--- src/rtl/sram_controller.sv ---
// ---------------------------------------------------------------------------
// sram_controller
//
// Turns each single-cycle word load/store from the MEM stage into two
// half-word accesses on a 16-bit external SRAM: the low half first, then the
// high half. Each half is held on the bus for ACCESS_CYCLES cycles. While the
// access is in flight, ready is low, and the pipeline uses it as a freeze.
//
// Ports
//   clk          system clock, rising edge
//   rst          asynchronous reset, active low
//   mem_read     load request from the MEM stage
//   mem_write    store request from the MEM stage (wins over mem_read)
//   address      byte address from the ALU result
//   write_data   store data
//   read_data    loaded word, registered
//   ready        1 = idle or completing, 0 = freeze pipeline (combinational)
//   sram_addr    SRAM half-word address
//   sram_dq_out  data driven onto the SRAM bus on writes
//   sram_dq_oe   1 = controller drives the SRAM data bus
//   sram_dq_in   data returned by the SRAM
//   sram_we_n    SRAM write enable, active low
// ---------------------------------------------------------------------------
module sram_controller #(
    parameter int          ACCESS_CYCLES = 2,
    parameter logic [31:0] DATA_BASE     = 32'd1024
) (
    input  logic        clk,
    input  logic        rst,
    input  logic        mem_read,
    input  logic        mem_write,
    input  logic [31:0] address,
    input  logic [31:0] write_data,
    output logic [31:0] read_data,
    output logic        ready,
    output logic [17:0] sram_addr,
    output logic [15:0] sram_dq_out,
    output logic        sram_dq_oe,
    input  logic [15:0] sram_dq_in,
    output logic        sram_we_n
);

    localparam int              CNT_W    = $clog2(ACCESS_CYCLES) + 1;
    localparam logic [CNT_W-1:0] CNT_LAST = CNT_W'(ACCESS_CYCLES - 1);

    typedef enum logic [1:0] {IDLE, LOW, HIGH, DONE} state_t;

    state_t           state_q, state_d;
    logic [CNT_W-1:0] cnt_q, cnt_d;
    logic             is_wr_q, is_wr_d;
    logic [16:0]      word_q, word_d;
    logic [15:0]      wdata_hi_q, wdata_hi_d;
    logic [31:0]      read_data_q, read_data_d;
    logic [17:0]      sram_addr_q, sram_addr_d;
    logic [15:0]      dq_out_q, dq_out_d;
    logic             dq_oe_q, dq_oe_d;
    logic             we_n_q, we_n_d;

    logic [31:0] off;
    logic        req;
    logic        unused_off_bits;

    // Offset wraps silently when the address is below DATA_BASE.
    assign off = address - DATA_BASE;
    assign req = mem_read | mem_write;
    // Only bits [18:2] select an SRAM word; the rest are deliberately dropped.
    assign unused_off_bits = ^{off[31:19], off[1:0]};

    always_ff @(posedge clk or negedge rst) begin
        if (!rst) begin
            state_q     <= IDLE;
            cnt_q       <= '0;
            is_wr_q     <= 1'b0;
            word_q      <= '0;
            wdata_hi_q  <= '0;
            read_data_q <= '0;
            sram_addr_q <= '0;
            dq_out_q    <= '0;
            dq_oe_q     <= 1'b0;
            we_n_q      <= 1'b1;
        end else begin
            state_q     <= state_d;
            cnt_q       <= cnt_d;
            is_wr_q     <= is_wr_d;
            word_q      <= word_d;
            wdata_hi_q  <= wdata_hi_d;
            read_data_q <= read_data_d;
            sram_addr_q <= sram_addr_d;
            dq_out_q    <= dq_out_d;
            dq_oe_q     <= dq_oe_d;
            we_n_q      <= we_n_d;
        end
    end

    // Bus outputs are registered: each state's bus values are loaded on the
    // edge that enters the state, so they are stable for its whole duration.
    always_comb begin
        state_d     = state_q;
        cnt_d       = cnt_q;
        is_wr_d     = is_wr_q;
        word_d      = word_q;
        wdata_hi_d  = wdata_hi_q;
        read_data_d = read_data_q;
        sram_addr_d = sram_addr_q;
        dq_out_d    = dq_out_q;
        dq_oe_d     = dq_oe_q;
        we_n_d      = we_n_q;
        ready       = 1'b0;

        case (state_q)
            IDLE: begin
                ready = !req;
                if (req) begin
                    is_wr_d     = mem_write;
                    word_d      = off[18:2];
                    wdata_hi_d  = write_data[31:16];
                    state_d     = LOW;
                    cnt_d       = '0;
                    sram_addr_d = {off[18:2], 1'b0};
                    dq_out_d    = write_data[15:0];
                    dq_oe_d     = mem_write;
                    we_n_d      = !mem_write;
                end
            end
            LOW: begin
                if (cnt_q == CNT_LAST) begin
                    if (!is_wr_q) begin
                        read_data_d[15:0] = sram_dq_in;
                    end
                    state_d     = HIGH;
                    cnt_d       = '0;
                    sram_addr_d = {word_q, 1'b1};
                    dq_out_d    = wdata_hi_q;
                end else begin
                    cnt_d = cnt_q + CNT_W'(1);
                end
            end
            HIGH: begin
                if (cnt_q == CNT_LAST) begin
                    if (!is_wr_q) begin
                        read_data_d[31:16] = sram_dq_in;
                    end
                    state_d = DONE;
                    cnt_d   = '0;
                    dq_oe_d = 1'b0;
                    we_n_d  = 1'b1;
                end else begin
                    cnt_d = cnt_q + CNT_W'(1);
                end
            end
            DONE: begin
                // The request still visible here is the one completing now.
                ready   = 1'b1;
                state_d = IDLE;
            end
            default: begin
                state_d = IDLE;
            end
        endcase
    end

    assign read_data   = read_data_q;
    assign sram_addr   = sram_addr_q;
    assign sram_dq_out = dq_out_q;
    assign sram_dq_oe  = dq_oe_q;
    assign sram_we_n   = we_n_q;

endmodule

--- config.mk ---
export PLATFORM = sky130hd
export DESIGN_NAME = sram_controller
export DESIGN_NICKNAME = d
export VERILOG_FILES = /design/src/rtl/sram_controller.sv
export SDC_FILE = /design/constraint.sdc
export NUM_CORES = 1
export LEC_CHECK = 0
export BUFFER_PORTS_ARGS = -buffer_cell sky130_fd_sc_hd__buf_2
export CAP_MARGIN = 20
export CORE_ASPECT_RATIO = 0.8
export CORE_MARGIN = 2
export CORE_UTILIZATION = 45
export CTS_BUF_LIST = sky130_fd_sc_hd__clkbuf_16
export CTS_CLUSTER_SIZE = 20
export DETAILED_ROUTE_END_ITERATION = 10
export GPL_ROUTABILITY_DRIVEN = 0
export PLACE_DENSITY = 0.75
export SLEW_MARGIN = 20
export SYNTH_ARGS = -nofsm -noshare
export SYNTH_HDL_FRONTEND = slang
export SYNTH_SLANG_ARGS = --single-unit
--- constraint.sdc ---
create_clock -name clk -period 1.8 [get_ports clk]
set_clock_uncertainty 0.05 [all_clocks]
set_input_delay 0.45 -clock clk [delete_from_list [all_inputs] [get_ports clk]]
set_output_delay 0.45 -clock clk [all_outputs]
set_load 0.02 [all_outputs]
==> impl_metrics.csv, run 1 <==
group,metric,value,unit
outcome,status,"finished, violations left",
outcome,failed_checks,"setup timing",
layout,fin_nets,604,
timing,fin_crit_sh,103.6,%
route,firstDrtPassIters,4,
synth,yosys_warnings,0,
route,drt-total-wl,10080,um
global_routing,grt_pass1_wl,15730,um
global_routing,grt_pass1_vias,3309,
synth,async_reset_ff_share,100.0,%
power_and_ir_drop,p_sw_share,39.28,%
floorplanning,initial_core_util,46.68,%
worst_setup_path,crit_path_max_fanout,2,
route,drc,0,
layout,area_growth,31.54,%
route,wl_per_cell,15.38,um
power_and_ir_drop,power_frac_seq,35.8,%
layout,fin_area,5974,um^2
worst_setup_path,r2r_slack,0,ns
worst_setup_path,reg2regPathDepth,7,
power_and_ir_drop,finalPower,11.80,mW
timing,worst_slack,-0.06556,ns
worst_setup_path,cp_slowest_cell,"dfrtp_1",
placed_design,hpwlAfterDp,6827,um
placed_design,pre_cts_slack,0.04183,ns
layout,instances_no_fill,655,
placed_design,dp_cells,631,
route,via_count,3286,
hold_path,min_path_type,"in -> async",
synth,avgSynthCellArea,12.55,um^2
synth,netlist-cell-type-count,38,
route,drt_iter0_markers,246,
power_and_ir_drop,peakVddDrop,0.9683,mV
worst_setup_path,critical_path_depth,6,
clock_tree,clock_sinks,106,
power_and_ir_drop,pwr_density_cell,1976,nW/um^2
clock_tree,path_clk_slew,0.07,ns
worst_setup_path,cp-start-kind,"register",
worst_setup_path,cp-end-kind,"output port",
floorplanning,die_area,10920,um^2
floorplanning,core_area,9729,um^2
worst_setup_path,crit_type,"reg -> out",
layout,antenna_cells,0,
route,via_per_inst,5.017,
floorplanning,rows,32,
floorplanning,die_h,93.86,um
timing,rsz0062_at_grt,"true",
worst_setup_path,path_buf_inv,2,
power_and_ir_drop,net-switching-power,4.636,mW
synth,syn_nets,452,
clock_tree,cts_tree,"done",
global_routing,grt_usage,18.47,%
clock_tree,h-tree-depth,3,
clock_tree,clock_latency,0.35,ns
power_and_ir_drop,intPower,7.167,mW
synth,synth_edf_count,0,
worst_setup_path,path_cells,"inv_2 > ha_4 > and2_4 > nor2_4 > nor2_2 > buf_6",
placed_design,placed_area,5530,um^2
synth,ys_seq_area_share,58.43,%
power_and_ir_drop,p_comb_share,49.0,%
worst_setup_path,rr_endpoint,"read_data[20]$_DFFE_PN0P_",
timing,max_freq,536.0,MHz
timing,hold_viol,0,
clock_tree,cts_root_buf,"clkbuf_16",
worst_setup_path,path_delay_family,"flip-flops",
power_and_ir_drop,pwr-share-clk,15.2,%
global_routing,grt_max_degree,64,
placed_design,io_buffers,137,
timing,min_period,1.866,ns
worst_setup_path,crit_required,1.30,ns
worst_setup_path,crit_path_end,"ready",
floorplanning,die_w,116.3,um
synth,synthFlopType,"dfrtp_1",
power_and_ir_drop,p_leak,2.853,nW
synth,syn_area,4542,um^2
global_routing,grt_overflow,0,
layout,drive_gt1_share,48.75,%
clock_tree,clockBufferDepth,2,
worst_setup_path,r2r_start,"state_q[0]$_DFFE_PN0P_",
global_routing,antenna_found_initial,0,
timing,finalSetupViolCount,3,
clock_tree,cts_buffers,9,
timing,slew_headroom,74.01,%
timing,finalHoldWorstSlack,0.02452,ns
flow_run,maxCapViolCount,0,
timing,slew_violations,0,
worst_setup_path,crit_path_start,"state_q[0]$_DFFE_PN0P_",
timing,worst_slew_pin_slew,0.3800,ns
floorplanning,ioPinCount,153,
synth,synth_cells,362,
synth,postSynthRegisterBits,106,
worst_setup_path,slowest_delay,0.41,ns
worst_setup_path,arrival,1.37,ns
route,final_antenna_net_count,0,
==> state kept, by name, indices dropped and copies added (netlist names) <==
signal       cells
cnt_q            2
sram_we_n        1
sram_addr       18
sram_dq_oe       1
wdata_hi_q      16
read_data       32
state_q          2
is_wr_q          1
sram_dq_out     16
word_q          17
==> placed cells by master (no fill, tap or decap), types with 5 or more instances in the layout <==
master,n
a21oi_1,6
o21ai_0,38
nor2_1,7
nand2_1,46
buf_12,7
mux2_2,55
buf_4,13
buf_2,135
clkbuf_16,11
mux2i_1,28
dfrtp_1,105
xnor2_1,5
==> routing by layer <==
layer	share of wire [%]	vias up	track usage (%)
met5	0	-	0
met4	1.7	0	6.647
met3	5.0	18	4.258
met2	49	93	30.28
met1	44	1603	24.08
li1	-	1572	-
==> worst reg2reg max path: stages, from the launching register on <==
cell,delay [ns]
dfrtp_1,0.41
inv_2,0.09
buf_4,0.11
buf_4,0.11
ha_1,0.16
nor3b_4,0.22
buf_12,0.19
mux2_2,0.35
==> final cells by class <==
class                   count  area, um^2
fillers                   795        3755
inverters                   5       18.77
well taps                 136       170.2
clock inverters             7       45.04
clock buffers               9       225.2
flip-flops and latches    106        2654
repair buffers            160       997.2
multi-input cells         232        1864
==> synth_stat cells (2+ instances only) <==
cell / number / area (um^2)
o21ai_0: 39 / 195.2
buf_2: 8 / 40.04
inv_1: 5 / 18.77
o21ai_1: 3 / 15.01
nor2_1: 9 / 33.78
a21oi_1: 6 / 30.03
dfrtp_1: 105 / 2628
mux2_2: 59 / 664.4
nand2b_1: 3 / 18.77
nand3_1: 3 / 15.01
clkbuf_1: 8 / 30.03
xor2_1: 2 / 17.52
a22o_1: 3 / 26.28
nor3b_4: 2 / 37.54
o211ai_1: 2 / 15.01
xnor2_1: 5 / 43.79
nand2_1: 46 / 172.7
buf_4: 2 / 15.01
ha_1: 6 / 75.07
mux2i_1: 28 / 280.3
==> power by group through the flow <==
| stage | logic (mW) | clock network [mW] | registers, mW |
|---|---|---|---|
| floorplan | 2.65 | 0 | 5.09 |
| global placement | 5.14 | 0 | 4.17 |
| detailed placement | 5.31 | 0 | 4.26 |
| CTS | 5.50 | 1.85 | 4.21 |
| global route | 6.31 | 1.95 | 4.37 |
| finish | 5.79 | 1.80 | 4.22 |
==> worst min path at each step <==
stage | startpoint | endpoint | slack, ns | cells after the start
global placement | rst | word_q[0]$_DFFE_PN0P_ | 0.40 | 2
detailed placement | rst | sram_addr[1]$_DFFE_PN0P_ | 0.40 | 2
global route | rst | sram_addr[1]$_DFFE_PN0P_ | 0.04 | 2
finish | rst | sram_addr[1]$_DFFE_PN0P_ | 0.02 | 2
floorplan | rst | cnt_q[0]$_DFFE_PN0P_ | 0.10 | 0
CTS | rst | sram_addr[1]$_DFFE_PN0P_ | 0.03 | 2
==> cells by family (layout without fill, tap and decap cells) <==
family          count (synthesis)  count (layout)  synth area share, %
flops                         106             106                58.43
mux                            87              87                20.80
simple gates                   72              72                7.879
compound gates                 60              60                7.521
buf+inv                        24             181                2.369
xor+xnor                        7               7                1.350
fa+ha+maj                       6               6                1.653
==> per-stage QoR <==
stage	TNS (ns)	util, %
after global routing	-0.8299	61.41
after CTS	-0.06907	60.29
after global placement	0	56.84
after detailed placement	0	56.84
after floorplan	0	-
final	-0.06984	61.41
==> what timing repair did <==
item	4_1_cts	5_1_grt
buffers inserted	5	1
pin swaps	2	0
hold buffers	0	0
setup endpoints to repair	1	46
gates resized for setup	9	11
gates cloned	0	2
endpoints found under the hold margin	0	0
Power figures use the tool's default switching activity.
==> run 2, diff against run 1 <==
--- a/config.mk
+++ b/config.mk
@@ -5,7 +5,7 @@
 export SDC_FILE = /design/constraint.sdc
 export NUM_CORES = 1
 export LEC_CHECK = 0
-export BUFFER_PORTS_ARGS = -buffer_cell sky130_fd_sc_hd__buf_2
+export BUFFER_PORTS_ARGS = -buffer_cell sky130_fd_sc_hd__buf_4
 export CAP_MARGIN = 20
 export CORE_ASPECT_RATIO = 0.8
 export CORE_MARGIN = 2
==> impl_metrics.csv, run 2 (synthesis gave the netlist of run 1 again) <==
group,metric,value,unit
global_routing,grt_pass1_vias,3349,
route,via_per_inst,4.994,
floorplanning,die_w,116.3,um
clock_tree,clockBufferDepth,2,
global_routing,grt_max_degree,60,
power_and_ir_drop,pwr_density_cell,1947,nW/um^2
floorplanning,ioPinCount,153,
global_routing,grt_usage,18.80,%
route,wl_per_cell,15.54,um
worst_setup_path,reg2regPathDepth,6,
layout,antenna_cells,0,
route,via_count,3276,
worst_setup_path,path_cells,"inv_2 > ha_4 > and2_4 > nor2_2 > nor2_2 > buf_6",
hold_path,holdPathEnd,"wdata_hi_q[2]$_DFFE_PN0P_",
worst_setup_path,cp-start-kind,"register",
power_and_ir_drop,finalPower,12.26,mW
worst_setup_path,r2r_slack,0.06,ns
outcome,status,"finished, violations left",
floorplanning,die_h,93.86,um
timing,slew_violations,0,
worst_setup_path,cp_slowest_cell,"dfrtp_1",
worst_setup_path,rr_endpoint,"read_data[7]$_DFFE_PN0P_",
clock_tree,cts_tree,"done",
worst_setup_path,slowest_delay,0.40,ns
power_and_ir_drop,p_leak,2.953,nW
flow_run,maxCapViolCount,0,
clock_tree,path_clk_slew,0.07,ns
worst_setup_path,path_delay_family,"flip-flops",
floorplanning,rows,32,
outcome,failed_checks,"setup timing",
timing,finalSetupViolCount,1,
worst_setup_path,r2r_start,"state_q[1]$_DFFE_PN0P_",
floorplanning,initial_core_util,46.68,%
floorplanning,core_area,9729,um^2
layout,fin_nets,606,
worst_setup_path,path_buf_inv,2,
worst_setup_path,cp-end-kind,"output port",
placed_design,pre_cts_slack,0.02335,ns
timing,rsz0062_at_grt,"true",
clock_tree,clock_sinks,106,
floorplanning,die_area,10920,um^2
clock_tree,clock_latency,0.34,ns
layout,layout_commonest_cell,"buf_4",
worst_setup_path,crit_type,"reg -> out",
timing,min_period,1.848,ns
timing,fin_crit_sh,102.7,%
worst_setup_path,crit_required,1.30,ns
timing,worst_slack,-0.04775,ns
hold_path,min_path_type,"in -> reg",
clock_tree,cts_buffers,9,
global_routing,grt_pass1_wl,15970,um
layout,mostFrequentLayoutCells,"buf_4, dfrtp_1, mux2_2",
route,final_antenna_net_count,0,
layout,utilization,64.74,%
placed_design,io_buffers,137,
worst_setup_path,crit_top_cell,"nor2_2",
hold_path,hold_path_depth,2,
layout,area_growth,38.68,%
layout,largest_register_ffs,32,
timing,slew_headroom,76.04,%
clock_tree,cts_root_buf,"clkbuf_16",
placed_design,placed_area,5916,um^2
timing,hold_viol,0,
placed_design,hpwlAfterDp,7233,um
route,firstDrtPassIters,4,
worst_setup_path,crit_path_max_fanout,2,
clock_tree,h-tree-depth,3,
worst_setup_path,arrival,1.35,ns
global_routing,antenna_found_initial,0,
route,drc,0,
power_and_ir_drop,peakVddDrop,0.8013,mV
hold_path,min_from,"write_data[18]",
global_routing,grt_overflow,0,
route,drt_iter0_markers,195,
route,drt-total-wl,10190,um
timing,max_freq,541.2,MHz
layout,fin_area,6299,um^2
layout,drive_gt1_share,48.65,%
timing,worst_slew_pin_slew,0.3503,ns
==> run 2: worst max-delay path by stage <==
stage               slack [ns]                   start  cells past startpoint                   endpoint
CTS                      -0.08  state_q[0]$_DFFE_PN0P_                      5                      ready
finish                   -0.05  state_q[0]$_DFFE_PN0P_                      6                      ready
global route             -0.12  state_q[0]$_DFFE_PN0P_                      6                      ready
floorplan                0.003  state_q[0]$_DFFE_PN0P_                      9  sram_addr[10]$_DFFE_PN0P_
detailed placement        0.02             address[10]                      7  sram_addr[13]$_DFFE_PN0P_
global placement          0.06             address[14]                      5  sram_addr[16]$_DFFE_PN0P_
==> run 2: per-layer routing <==
metal / GRT usage (%) / vias to the layer above / wire, um
li1: - / 1568 / -
met1: 24.30 / 1610 / 4427
met2: 31.88 / 88 / 5178
met3: 3.806 / 10 / 486
met4: 5.853 / 0 / 102
met5: 0 / - / 0
==> run 2: final cells by class <==
cell class                 instances  area, um^2
fill                             775        3431
sequential                       106        2654
multi-input combinational        232        1844
timing repair buffer             162        1328
clock buffer                       9       225.2
tap                              136       170.2
clock inverter                     6       58.81
inverter                           5       18.77
==> run 2: through the flow <==
stage / hold slack (ns) / instances / TNS [ns]
2_1_floorplan: 0.1044 / 362 / 0
3_3_place_gp: 0.3300 / 637 / 0
3_5_place_dp: 0.3409 / 637 / 0
4_1_cts: 0.2761 / 655 / -0.07730
5_1_grt: 0.2818 / 656 / -0.1656
6_report: 0.2878 / 656 / -0.04775
==> run 2: repair_timing <==
| action | in CTS | in global routing |
|---|---|---|
| endpoints found under the hold margin | 22 | 0 |
| pin swaps | 2 | 1 |
| gates resized for setup | 6 | 5 |
| endpoints found under the setup margin | 1 | 49 |
| buffers inserted | 2 | 0 |
| hold buffers | 1 | 0 |
| gates cloned | 0 | 1 |
==> run 2: where the power goes <==
group | switching, mW | internal (mW) | leakage (nW)
Combinational | 3.13 | 3.01 | 1.53
Sequential | 0.640 | 3.60 | 1.28
Clock | 0.820 | 1.06 | 0.141
Total | 4.59 | 7.67 | 2.95
==> run 3, diff against run 2 <==
--- a/config.mk
+++ b/config.mk
@@ -7,7 +7,6 @@
 export LEC_CHECK = 0
 export BUFFER_PORTS_ARGS = -buffer_cell sky130_fd_sc_hd__buf_4
 export CAP_MARGIN = 20
-export CORE_ASPECT_RATIO = 0.8
 export CORE_MARGIN = 2
 export CORE_UTILIZATION = 45
 export CTS_BUF_LIST = sky130_fd_sc_hd__clkbuf_16
==> impl_metrics.csv, run 3 (synthesis gave the netlist of run 1 again) <==
group,metric,value,unit
route,drt_iter0_markers,100,
route,final_antenna_net_count,0,
floorplanning,rows,36,
floorplanning,initial_core_util,46.47,%
global_routing,antenna_found_initial,0,
timing,worst_slew_pin_slew,0.3975,ns
route,drc,0,
power_and_ir_drop,peakVddDrop,0.9427,mV
worst_setup_path,cp-start-kind,"register",
placed_design,dp_cells,632,
global_routing,grt_overflow,0,
timing,hold_viol,0,
timing,finalHoldWorstSlack,0.2851,ns
power_and_ir_drop,power_frac_seq,34.2,%
timing,slew_headroom,73.40,%
worst_setup_path,crit_path_max_fanout,2,
power_and_ir_drop,p_comb_share,50.7,%
clock_tree,clock_sinks,106,
global_routing,grt_pass1_wl,16280,um
placed_design,io_buffers,137,
floorplanning,die_area,10910,um^2
layout,fin_nets,607,
floorplanning,core_area,9774,um^2
worst_setup_path,arrival,1.36,ns
clock_tree,cts_root_buf,"clkbuf_16",
power_and_ir_drop,finalPower,12.40,mW
outcome,failed_checks,"setup timing",
clock_tree,cts_tree,"done",
timing,fin_crit_sh,103.1,%
hold_path,hold_path_depth,2,
clock_tree,clockBufferDepth,2,
layout,regArea,2654,um^2
route,wl_per_cell,16.07,um
floorplanning,ioPinCount,153,
power_and_ir_drop,p_sw_share,38.58,%
power_and_ir_drop,p_leak,2.958,nW
timing,max_freq,539.0,MHz
worst_setup_path,reg2regPathDepth,6,
layout,multi_input_area,1864,um^2
timing,finalSetupViolCount,6,
outcome,status,"finished, violations left",
placed_design,hpwlAfterDp,7281,um
layout,largest_register_ffs,32,
clock_tree,path_clk_slew,0.08,ns
worst_setup_path,crit_required,1.30,ns
layout,area_growth,39.56,%
worst_setup_path,crit_type,"reg -> out",
power_and_ir_drop,pwr_density_cell,1956,nW/um^2
floorplanning,die_h,104.5,um
timing,min_period,1.855,ns
worst_setup_path,cp-end-kind,"output port",
timing,worst_slack,-0.05531,ns
layout,drive_gt1_share,49.62,%
layout,instances_no_fill,655,
global_routing,grt_usage,18.48,%
route,via_count,3306,
layout,layout_commonest_cell,"buf_4",
route,firstDrtPassIters,4,
flow_run,maxCapViolCount,0,
global_routing,grt_pass1_vias,3295,
power_and_ir_drop,intPower,7.616,mW
timing,rsz0062_at_grt,"true",
clock_tree,clock_latency,0.34,ns
floorplanning,die_w,104.5,um
layout,fillCellCount,758,
power_and_ir_drop,net-switching-power,4.784,mW
layout,mostFrequentLayoutCells,"buf_4, dfrtp_1, mux2_2",
layout,antenna_cells,0,
power_and_ir_drop,pwr-share-clk,15.1,%
route,drt-total-wl,10530,um
route,via_per_inst,5.047,
global_routing,grt_max_degree,60,
clock_tree,cts_buffers,9,
timing,slew_violations,0,
hold_path,min_path_type,"in -> reg",
clock_tree,h-tree-depth,3,
run 3: changes by cell type in the layout (fill, tap and decap cells not counted), sizes merged:
| cell | previous run | this run |
|---|---|---|
| bufinv | 1 | 0 |
| clkbuf | 10 | 11 |
| inv | 7 | 9 |
run 3: final cells by class:
| type | count | share of cell area [%] |
|---|---|---|
| Sequential cell | 106 | 41.87 |
| Multi-Input combinational cell | 232 | 29.41 |
| Timing Repair Buffer | 163 | 21.32 |
| Clock buffer | 9 | 3.553 |
| Tap cell | 133 | 2.625 |
| Clock inverter | 7 | 0.9278 |
| Inverter | 5 | 0.2961 |
run 3: per-stage QoR:
stage	cell area, um^2	setup slack (ns)	setup TNS [ns]	utilization, %
floorplan	4554	0.002813	0	-
detailed placement	5884	-0.03090	-0.03490	60.20
finish	6339	-0.05531	-0.08922	64.85
global placement	5884	0.04732	0	60.20
global route	6339	-0.09337	-0.3346	64.85
CTS	6243	-0.04061	-0.04061	63.88
run 3: path summary, 6_finish.rpt:
kind,from,to,slack [ns]
setup / recovery,state_q[0]$_DFFE_PN0P_,ready,-0.06
hold / removal,write_data[24],wdata_hi_q[8]$_DFFE_PN0P_,0.29
setup reg to reg,state_q[0]$_DFFE_PN0P_,read_data[28]$_DFFE_PN0P_,-0.01
hold reg to reg,cnt_q[1]$_DFFE_PN0P_,cnt_q[1]$_DFFE_PN0P_,0.43
max in group asynchronous,rst,sram_we_n$_DFFE_PN1P_,0.71
min in group asynchronous,rst,read_data[21]$_DFFE_PN0P_,0.44
run 3: what timing repair did:
item / CTS / global route
endpoints found under the setup margin: 4 / 33
resized for setup: 9 / 12
hold endpoints to repair: 5 / 0
setup buffers: 4 / 0
gates cloned: 0 / 3
hold buffers: 1 / 0
pin swaps: 2 / 3
run 3: worst max-delay path, cell delays in order (launching register included):
cell and delay (ns):
dfrtp_1 0.39, inv_2 0.07, ha_4 0.15, and2_4 0.14, nor2_4 0.10, nor2_2 0.04, buf_6 0.12
run 3: power by group through the flow:
stage,Combinational (mW),Sequential [mW],Clock [mW]
after global placement,5.67,4.22,0
after global routing,6.78,4.39,2.03
final,6.28,4.24,1.87
after CTS,6.01,4.25,1.92
after floorplan,2.65,5.09,0
after detailed placement,5.84,4.29,0
run 3: metal layers:
layer	share of wire (%)	GRT usage, %	vias to the layer above
met2	48	29.97	117
li1	-	-	1585
met5	0	0	-
met1	44	24.42	1596
met4	0.99	4.730	0
met3	7.1	5.326	8
